`config.mk`:
```
export PLATFORM = sky130hd
export DESIGN_NAME = mag_seq_flat
export DESIGN_NICKNAME = d
export VERILOG_FILES = /design/src/rtl/mag_seq_if.sv /design/src/rtl/mag_seq.sv /design/src/flat_wrapper.sv
export SDC_FILE = /design/constraint.sdc
export NUM_CORES = 1
export LEC_CHECK = 0
export ABC_AREA = 1
export CAP_MARGIN = 15
export CORE_MARGIN = 2
export CORE_UTILIZATION = 50
export CTS_CLUSTER_DIAMETER = 200
export DETAILED_ROUTE_END_ITERATION = 8
export PLACE_DENSITY = 0.79
export SLEW_MARGIN = 20
export SYNTH_ARGS = -nofsm -noshare
export SYNTH_HDL_FRONTEND = slang
export SYNTH_SLANG_ARGS = --single-unit
```
`constraint.sdc`:
```
create_clock -name sys_clk -period 1.4 [get_ports sys_clk]
set_input_delay 0.14 -clock sys_clk [delete_from_list [all_inputs] [get_ports sys_clk]]
set_output_delay 0.14 -clock sys_clk [all_outputs]
set_load 0.01 [all_outputs]
```
`src/rtl/mag_seq_if.sv`:
```
// Handshake and operand/result bundle for the nibble-serial magnitude comparator.
// The master side drives a request and the slave side (mag_seq) returns busy/ack and the result.
interface mag_seq_if #(
  parameter int NIBBLES = 8
);
  localparam int W = 4 * NIBBLES;

  logic         start;
  logic         signed_cmp;
  logic [W-1:0] a;
  logic [W-1:0] b;
  logic         clr;
  logic         busy;
  logic         ack;
  logic         gt;
  logic         eq;
  logic         lt;

  modport master (
    output start, signed_cmp, a, b, clr,
    input  busy, ack, gt, eq, lt
  );

  modport slave (
    input  start, signed_cmp, a, b, clr,
    output busy, ack, gt, eq, lt
  );
endinterface

```
`src/rtl/mag_seq.sv`:
```
// Nibble-serial magnitude comparator: one 4-bit slice per clock, LSB nibble first,
// with unsigned and two's-complement modes; one result per NIBBLES+1 cycles back-to-back.
module mag_seq #(
  parameter int NIBBLES = 8
) (
  input  logic      sys_clk,
  input  logic      resetl,
  mag_seq_if.slave  bus
);
  localparam int W    = 4 * NIBBLES;
  localparam int IDXW = (NIBBLES > 1) ? $clog2(NIBBLES) : 1;

  typedef enum logic [1:0] {
    S_IDLE,
    S_RUN,
    S_DONE
  } state_t;

  state_t            r_state;
  state_t            w_next;
  logic [IDXW-1:0]   r_idx;
  logic [W-1:0]      r_a;
  logic [W-1:0]      r_b;
  logic              r_g;
  logic              r_e;
  logic              r_l;
  logic              r_gt;
  logic              r_eq;
  logic              r_lt;

  logic              w_accept;
  logic              w_last;
  logic              w_ng;
  logic              w_ne;
  logic              w_nl;
  logic [3:0]        w_na;
  logic [3:0]        w_nb;
  logic [W-1:0]      w_flip;

  // Flipping the sign bit maps two's-complement onto offset binary, so one unsigned slice serves both modes
  assign w_flip = {bus.signed_cmp, {(W-1){1'b0}}};

  always_ff @(posedge sys_clk or negedge resetl) begin
    if (!resetl) begin
      r_state <= S_IDLE;
    end else begin
      r_state <= w_next;
    end
  end

  always_comb begin
    w_next   = r_state;
    w_accept = 1'b0;
    w_last   = (r_idx == IDXW'(NIBBLES - 1));
    w_na     = r_a[3:0];
    w_nb     = r_b[3:0];
    w_ng     = r_g;
    w_ne     = r_e;
    w_nl     = r_l;

    // Higher nibbles arrive later, so a non-equal slice simply overwrites the history
    if (w_na > w_nb) begin
      w_ng = 1'b1;
      w_ne = 1'b0;
      w_nl = 1'b0;
    end else if (w_na < w_nb) begin
      w_ng = 1'b0;
      w_ne = 1'b0;
      w_nl = 1'b1;
    end

    if (bus.clr) begin
      w_next = S_IDLE;
    end else begin
      case (r_state)
        S_IDLE: begin
          if (bus.start) begin
            w_next   = S_RUN;
            w_accept = 1'b1;
          end
        end
        S_RUN: begin
          if (w_last) begin
            w_next = S_DONE;
          end
        end
        S_DONE: begin
          if (bus.start) begin
            w_next   = S_RUN;
            w_accept = 1'b1;
          end else begin
            w_next = S_IDLE;
          end
        end
        default: begin
          w_next = S_IDLE;
        end
      endcase
    end
  end

  always_ff @(posedge sys_clk or negedge resetl) begin
    if (!resetl) begin
      r_idx <= '0;
      r_a   <= '0;
      r_b   <= '0;
      r_g   <= 1'b0;
      r_e   <= 1'b0;
      r_l   <= 1'b0;
      r_gt  <= 1'b0;
      r_eq  <= 1'b0;
      r_lt  <= 1'b0;
    end else if (bus.clr) begin
      r_idx <= '0;
    end else if (w_accept) begin
      r_a   <= bus.a ^ w_flip;
      r_b   <= bus.b ^ w_flip;
      r_g   <= 1'b0;
      r_e   <= 1'b1;
      r_l   <= 1'b0;
      r_idx <= '0;
    end else if (r_state == S_RUN) begin
      r_a <= {4'b0000, r_a[W-1:4]};
      r_b <= {4'b0000, r_b[W-1:4]};
      r_g <= w_ng;
      r_e <= w_ne;
      r_l <= w_nl;
      if (w_last) begin
        r_gt <= w_ng;
        r_eq <= w_ne;
        r_lt <= w_nl;
      end else begin
        r_idx <= r_idx + IDXW'(1);
      end
    end
  end

  assign bus.busy = (r_state == S_RUN);
  assign bus.ack  = (r_state == S_DONE);
  assign bus.gt   = r_gt;
  assign bus.eq   = r_eq;
  assign bus.lt   = r_lt;
endmodule

```
`src/flat_wrapper.sv`:
```
// flat-port wrapper written by rule: the top's interface ports become plain ports
module mag_seq_flat 
#(
  parameter int NIBBLES = 8
)
  (sys_clk, resetl, bus_start, bus_signed_cmp, bus_a, bus_b, bus_clr, bus_busy, bus_ack, bus_gt, bus_eq, bus_lt);
  mag_seq_if #(.NIBBLES(NIBBLES)) bus_i ();
  input  logic sys_clk;
  input  logic resetl;
  input wire logic [$bits(bus_i.start)-1:0] bus_start;
  input wire logic [$bits(bus_i.signed_cmp)-1:0] bus_signed_cmp;
  input wire logic [$bits(bus_i.a)-1:0] bus_a;
  input wire logic [$bits(bus_i.b)-1:0] bus_b;
  input wire logic [$bits(bus_i.clr)-1:0] bus_clr;
  output wire logic [$bits(bus_i.busy)-1:0] bus_busy;
  output wire logic [$bits(bus_i.ack)-1:0] bus_ack;
  output wire logic [$bits(bus_i.gt)-1:0] bus_gt;
  output wire logic [$bits(bus_i.eq)-1:0] bus_eq;
  output wire logic [$bits(bus_i.lt)-1:0] bus_lt;
  assign bus_i.start = bus_start;
  assign bus_i.signed_cmp = bus_signed_cmp;
  assign bus_i.a = bus_a;
  assign bus_i.b = bus_b;
  assign bus_i.clr = bus_clr;
  assign bus_busy = bus_i.busy;
  assign bus_ack = bus_i.ack;
  assign bus_gt = bus_i.gt;
  assign bus_eq = bus_i.eq;
  assign bus_lt = bus_i.lt;
  mag_seq #(.NIBBLES(NIBBLES)) u_core (.sys_clk(sys_clk), .resetl(resetl), .bus(bus_i));
endmodule
```
Word-level counts from Yosys, hierarchy flattened
Cells that the tools add are included.
{"block": "word_totals", "out_inout_bits": 5, "regBits": 75, "in_bits": 69, "word_cells": 59}
{"block": "classes", "n_bitwise": 4, "magnitude_cmp": 2, "addsub": 1, "n_eq_ne": 6, "muxes": 28, "n_reduce_logical": 8}
{"op": "$mux W32", "n": 4}
{"op": "$xor A32 B32 Y32", "n": 2}
{"op": "$mux W1", "n": 16}
{"op": "$mux W3", "n": 4}
{"op": "$mux W2", "n": 3}
{"op": "$ne A3 B2 Y1 const B", "n": 2}
{"op": "$pmux W2 S3", "n": 1}
{"op": "$reduce_and A2 Y1", "n": 3}
{"op": "$gt A4 B4 Y1", "n": 1}
{"op": "$lt A4 B4 Y1", "n": 1}
{"op": "$reduce_and A4 Y1", "n": 1}
{"op": "$add A3 B1 Y3 const B", "n": 1}
{"op": "$eq A3 B3 Y1 const B", "n": 1}
{"op": "$ne A3 B3 Y1 const B", "n": 1}
{"op": "$reduce_bool A3 Y1", "n": 1}
{"op": "$eq A2 B1 Y1 const B", "n": 1}
{"op": "$eq A2 B2 Y1 const B", "n": 1}
{"op": "$logic_not A2 Y1", "n": 1}
{"op": "$not A1 Y1", "n": 2}
{"op": "$reduce_bool A2 Y1", "n": 1}
{"op": "$reduce_or A2 Y1", "n": 1}

Longest topological paths before layout
{"block": "depth", "ltp_word": 6, "depth_mapped": 10}

Worst setup path before layout
No wires, ideal clock.
{"block": "synth_path", "path_type": "flip-flop to flip-flop", "startpoint": "register u_core.r_state[0]", "endpoint": "register u_core.r_b[10]", "arrival_ps": 1097, "t_required_ps": 1276, "path_stages_with_launch": 9, "setup_slack_ps": 179, "period_less_slack_ps": 1221, "setup_time_ps": 124, "path_cell_list": "dfrtp_1 > inv_2 > nand3_1 > buf_4 > nand2_4 > inv_4 > buf_6 > nand2_1 > nand3_1"}
{"block": "synth_via", "elab_chain_cells": 6, "word_cells_on_any_way": 9, "classes_between": "eq/ne: 2; mux: 3; reduce/logical: 4"}
{"element": "start, declared", "line": "mag_seq.sv:19", "rtl": "state_t r_state;"}
{"element": "start signal, assigned", "line": "mag_seq.sv:47", "rtl": "r_state <= w_next;"}
{"element": "$eq A2 B2 Y1 or $logic_not A2 Y1 (tied branches)", "line": "mag_seq.sv:75", "rtl": "case (r_state)"}
{"element": "$reduce_or A2 Y1 (no source line)"}
{"element": "$mux W1"}
{"element": "$mux W1", "line": "mag_seq.sv:72", "rtl": "if (bus.clr) begin"}
{"element": "$reduce_bool A2 Y1 (no source line)"}
{"element": "$reduce_and A2 Y1 (no source line)"}
{"element": "end signal, assigned", "line": "mag_seq.sv:117", "rtl": "r_b <= bus.b ^ w_flip;"}
{"element": "end signal, assigned", "line": "mag_seq.sv:124", "rtl": "r_b <= {4'b0000, r_b[W-1:4]};"}
{"element": "end, declared", "line": "mag_seq.sv:23", "rtl": "logic [W-1:0] r_b;"}
Several ways; a longest one is shown, not always the timed one.
A chain may end at the register's enable or synchronous reset.

Worst setup path after layout
{"block": "layout_path", "startpoint": "register u_core.r_b[3]", "endpoint": "register u_core.r_l"}
{"block": "layout_via", "elab_chain_cells": 5, "word_cells_on_any_way": 6, "classes_between": "order compare: 2; mux: 4"}
{"element": "$lt A4 B4 Y1", "line": "mag_seq.sv:66", "rtl": "end else if (w_na < w_nb) begin"}
{"element": "$mux W1", "line": "mag_seq.sv:66"}
{"element": "$mux W1 (*)", "line": "mag_seq.sv:62", "rtl": "if (w_na > w_nb) begin"}
{"element": "$mux W1 (*)", "line": "mag_seq.sv:122", "rtl": "end else if (r_state == S_RUN) begin"}
{"element": "$mux W1 (*)", "line": "mag_seq.sv:115", "rtl": "end else if (w_accept) begin"}
{"element": "end signal, assigned", "line": "mag_seq.sv:127", "rtl": "r_l <= w_nl;"}
{"element": "end, declared", "line": "mag_seq.sv:26", "rtl": "logic r_l;"}
Mark *: on every way between the ends. The rest lies on a longest branch, timed or not. The select of a mux whose other input is x is not followed.

==> run_results.csv <==
group,metric,value,unit
die,core,0.006681,sq mm
timing,fin_skew,0.009589,ns
grt,grt_first_pass_wirelength,12610,microns
finish,final_common_cell,"nand2_1",
yosys,synthXorXnorAreaFrac,0.5151,%
routing,ant_nets,0,
placed_design,place_congestion,0.7934,
die,num_rows,30,
routing,first_iter_violations,227,
yosys,yosys.area_share.simple,34.22,%
routing,drc,0,
placed_design,dpl.hpwl,5099,microns
finish,syn2layout_area_growth,36.90,%
yosys,syn_area,0.003401,sq mm
critical_path,crit_top_cell,"nand2_1",
critical_path,crit_path_top_delay_cell,"dfrtp_1",
critical_path,crit_start,"u_core.r_b[3]",
die,start_util,50.90,%
pwr,seqPwrFrac,48.6,%
yosys,synth_warnings,0,
die,num_io_pins,74,
critical_path,critPathArrivalTime,1.69,ns
yosys,ys_seq_elements,75,
critical_path,end_kind,"flop",
timing,worst_slew_pin_slew,0.4644,ns
placed_design,dp.cells,562,
timing,slew_violations,0,
critical_path,path_cells,"inv_1 -> ha_1 -> a21oi_1 -> nand2_2 -> nand2_1 -> nand2_1 -> nand2_1",
clock_tree,clkLatencyLatePin,0.35,ns
die,die_area,0.007477,sq mm
finish,mostFrequentLayoutCells,"nand2_1, dfrtp_1, clkdlybuf4s50_1",
status,status,"finished with violations",
clock_tree,cts_buffers,9,
routing,via_count,2992,
status,violations,"negative setup slack",
clock_tree,clock-root-buffer,"clkbuf_8",
pwr,power.share.clock,29.2,%
yosys,syn_inst,411,
flow_run,max_cap_viol_count,0,
die,chipWidth,86.47,microns
yosys,seq_area_frac_synth,55.19,%
finish,nets,575,
clock_tree,clk_pin_slew,0.08,ns
pwr,combPwrFrac,22.2,%
finish,final_cells,584,
yosys,synth_fa_ha_area_share,2.208,%
timing,period_needed,1.402,ns
finish,multi_input_comb_area,0.001325,sq mm
timing,fin_ws,-0.001956,ns
critical_path,cp_top_family,"flip-flops",
yosys,synth_nets,486,
timing,relSlewSlack,69.04,%
routing,wl_per_cell,13.57,microns
yosys,synth_compound_area_share,1.619,%
grt,grt_max_degree,62,
critical_path,max_stage_delay,0.36,ns
timing,timing.fmax,713.3,MHz
placed_design,io_buffers,73,
routing,drt_wl_total,7923,microns
grt,grt_antenna_before_repair,0,
clock_tree,cts_num_sinks,75,
critical_path,crit_buf_inv,1,
finish,final_core_utilization,69.68,%
finish,drive_gt1_share,10.52,%
yosys,synth.distinct_cells,21,
yosys,syn_area_per_cell,8.274,sq um
pwr,swShare,29.01,%
finish,ff_latch_area,0.001877,sq mm
finish,fillers,527,
critical_path,path_class,"flop to flop",
timing,hold_viol,0,
critical_path,rr_startpoint,"u_core.r_b[3]",
timing,setup_violations,1,
grt,grt_usage,21.59,%
grt,grt_overflow,0,
clock_tree,cts_tree,"yes",
pwr,power.internal,4.303,mW
pwr,powerDensity,1302,mW/mm^2
pwr,ir_drop,0.0006708,V
routing,vias_per_cell,5.123,
pwr,power.leakage,2.325,nW
timing,period_share,100.1,%
critical_path,crit_fanout,5,
clock_tree,htree_num_levels,3,
pwr,switchingPower,1.759,mW
grt,grt_pass1_vias,2890,
critical_path,critPathRequiredTime,1.69,ns
timing,hold_ws,0.2834,ns
yosys,muxShareOfSynthArea,0,%
clock_tree,max-clock-path-buffers,2,
routing,first_pass_iters,5,
critical_path,startpoint_type,"flop",
die,fp.dieH,86.47,microns
worst_hold_path,hold_path_class,"primary input to async pin",
yosys,synth_top_family_by_area,"simple AND/OR/NAND/NOR gates",
finish,antenna_cells,0,
[cell families (layout without fill, tap and decap cells)]
group / Yosys count / count (layout)
fa+ha+maj: 6 / 6
compound gates: 10 / 10
xor+xnor: 2 / 2
buf+inv: 36 / 129
simple gates: 282 / 282
flops: 75 / 75
[path summary, 6_finish.rpt]
check | to | cells past startpoint | slack (ns)
max in group asynchronous | u_core.r_a[4] | 3 | 0.61
hold reg to reg | u_core.r_b[30] | 2 | 0.47
hold / removal | u_core.r_state[1] | 2 | 0.28
setup / recovery | u_core.r_l | 7 | -0.002
setup reg to reg | u_core.r_l | 7 | -0.002
min in group sys_clk | u_core.r_a[29] | 3 | 0.33
[metal layers]
layer,routed length [microns],GRT usage (%),share of wire (%),up-vias
li1,-,-,-,1472
met1,3343,27.57,42,1420
met2,4067,36.78,51,86
met3,342,3.429,4.3,14
met4,169,8.807,2.1,0
met5,0,0,0,-
[cells in the mapped netlist]
cell | number | area, sq um
nand2_1 | 206 | 773.2
dfrtp_1 | 75 | 1877
nand3_1 | 61 | 305.3
inv_1 | 12 | 45.04
nor2_1 | 10 | 37.54
buf_6 | 7 | 78.83
ha_1 | 6 | 75.07
buf_4 | 5 | 37.54
clkbuf_1 | 4 | 15.01
inv_2 | 4 | 15.01
o22ai_1 | 4 | 25.02
a21oi_1 | 3 | 15.01
buf_2 | 3 | 15.01
nand2_4 | 2 | 22.52
o21ai_1 | 2 | 10.01
xnor2_1 | 2 | 17.52
inv_4 | 1 | 6.260
nor2_2 | 1 | 6.260
nor2_4 | 1 | 11.26
nor3b_1 | 1 | 7.510
o21ai_0 | 1 | 5.000
[flip-flops by register name, summed over array words and instances (netlist names)]
| register | flops |
|---|---|
| u_core.bus.eq | 1 |
| u_core.bus.gt | 1 |
| u_core.bus.lt | 1 |
| u_core.r_a | 32 |
| u_core.r_b | 32 |
| u_core.r_e | 1 |
| u_core.r_g | 1 |
| u_core.r_idx | 3 |
| u_core.r_l | 1 |
| u_core.r_state | 2 |
[worst reg2reg max path: stages, from the launching register on]
cell	delay, ns
dfrtp_1	0.36
inv_1	0.05
ha_1	0.32
a21oi_1	0.27
nand2_2	0.14
nand2_1	0.10
nand2_1	0.05
nand2_1	0.05
[stage by stage]
step / power, mW / area, sq um / setup TNS (ns) / worst slack (ns)
2_1_floorplan: 3.713 / 3401 / 0 / 0.1790
3_3_place_gp: 4.126 / 4285 / -13.78 / -0.2311
3_5_place_dp: 4.205 / 4285 / -18.16 / -0.3558
4_1_cts: 5.968 / 4518 / -0.01728 / -0.01728
5_1_grt: 6.417 / 4656 / -0.3820 / -0.07640
6_report: 6.062 / 4656 / -0.001956 / -0.001956
[layout make-up]
type | count | share of cell area [%]
multi-input cells | 300 | 28.46
well taps | 80 | 2.150
repair buffers | 97 | 22.71
clock buffers | 14 | 3.924
inverters | 17 | 1.801
clock inverters | 1 | 0.6450
flip-flops and latches | 75 | 40.31
[power by group through the flow]
| stage | Sequential [mW] | Clock (mW) | Combinational, mW |
|---|---|---|---|
| finish | 2.95 | 1.77 | 1.35 |
| global route | 3.00 | 1.88 | 1.53 |
| floorplan | 2.89 | 0 | 0.821 |
| global placement | 2.94 | 0 | 1.19 |
| detailed placement | 2.96 | 0 | 1.24 |
| CTS | 2.93 | 1.79 | 1.25 |
[repair_timing]
action                                  in CTS  in global routing
hold buffers                                 1                  0
endpoints found under the setup margin      63                 62
buffers inserted                             1                  1
endpoints found under the hold margin       31                  0
pin swaps                                    1                  2
resized for setup                            4                 14
cloned                                       0                  4
Power figures use the tool's default switching activity.
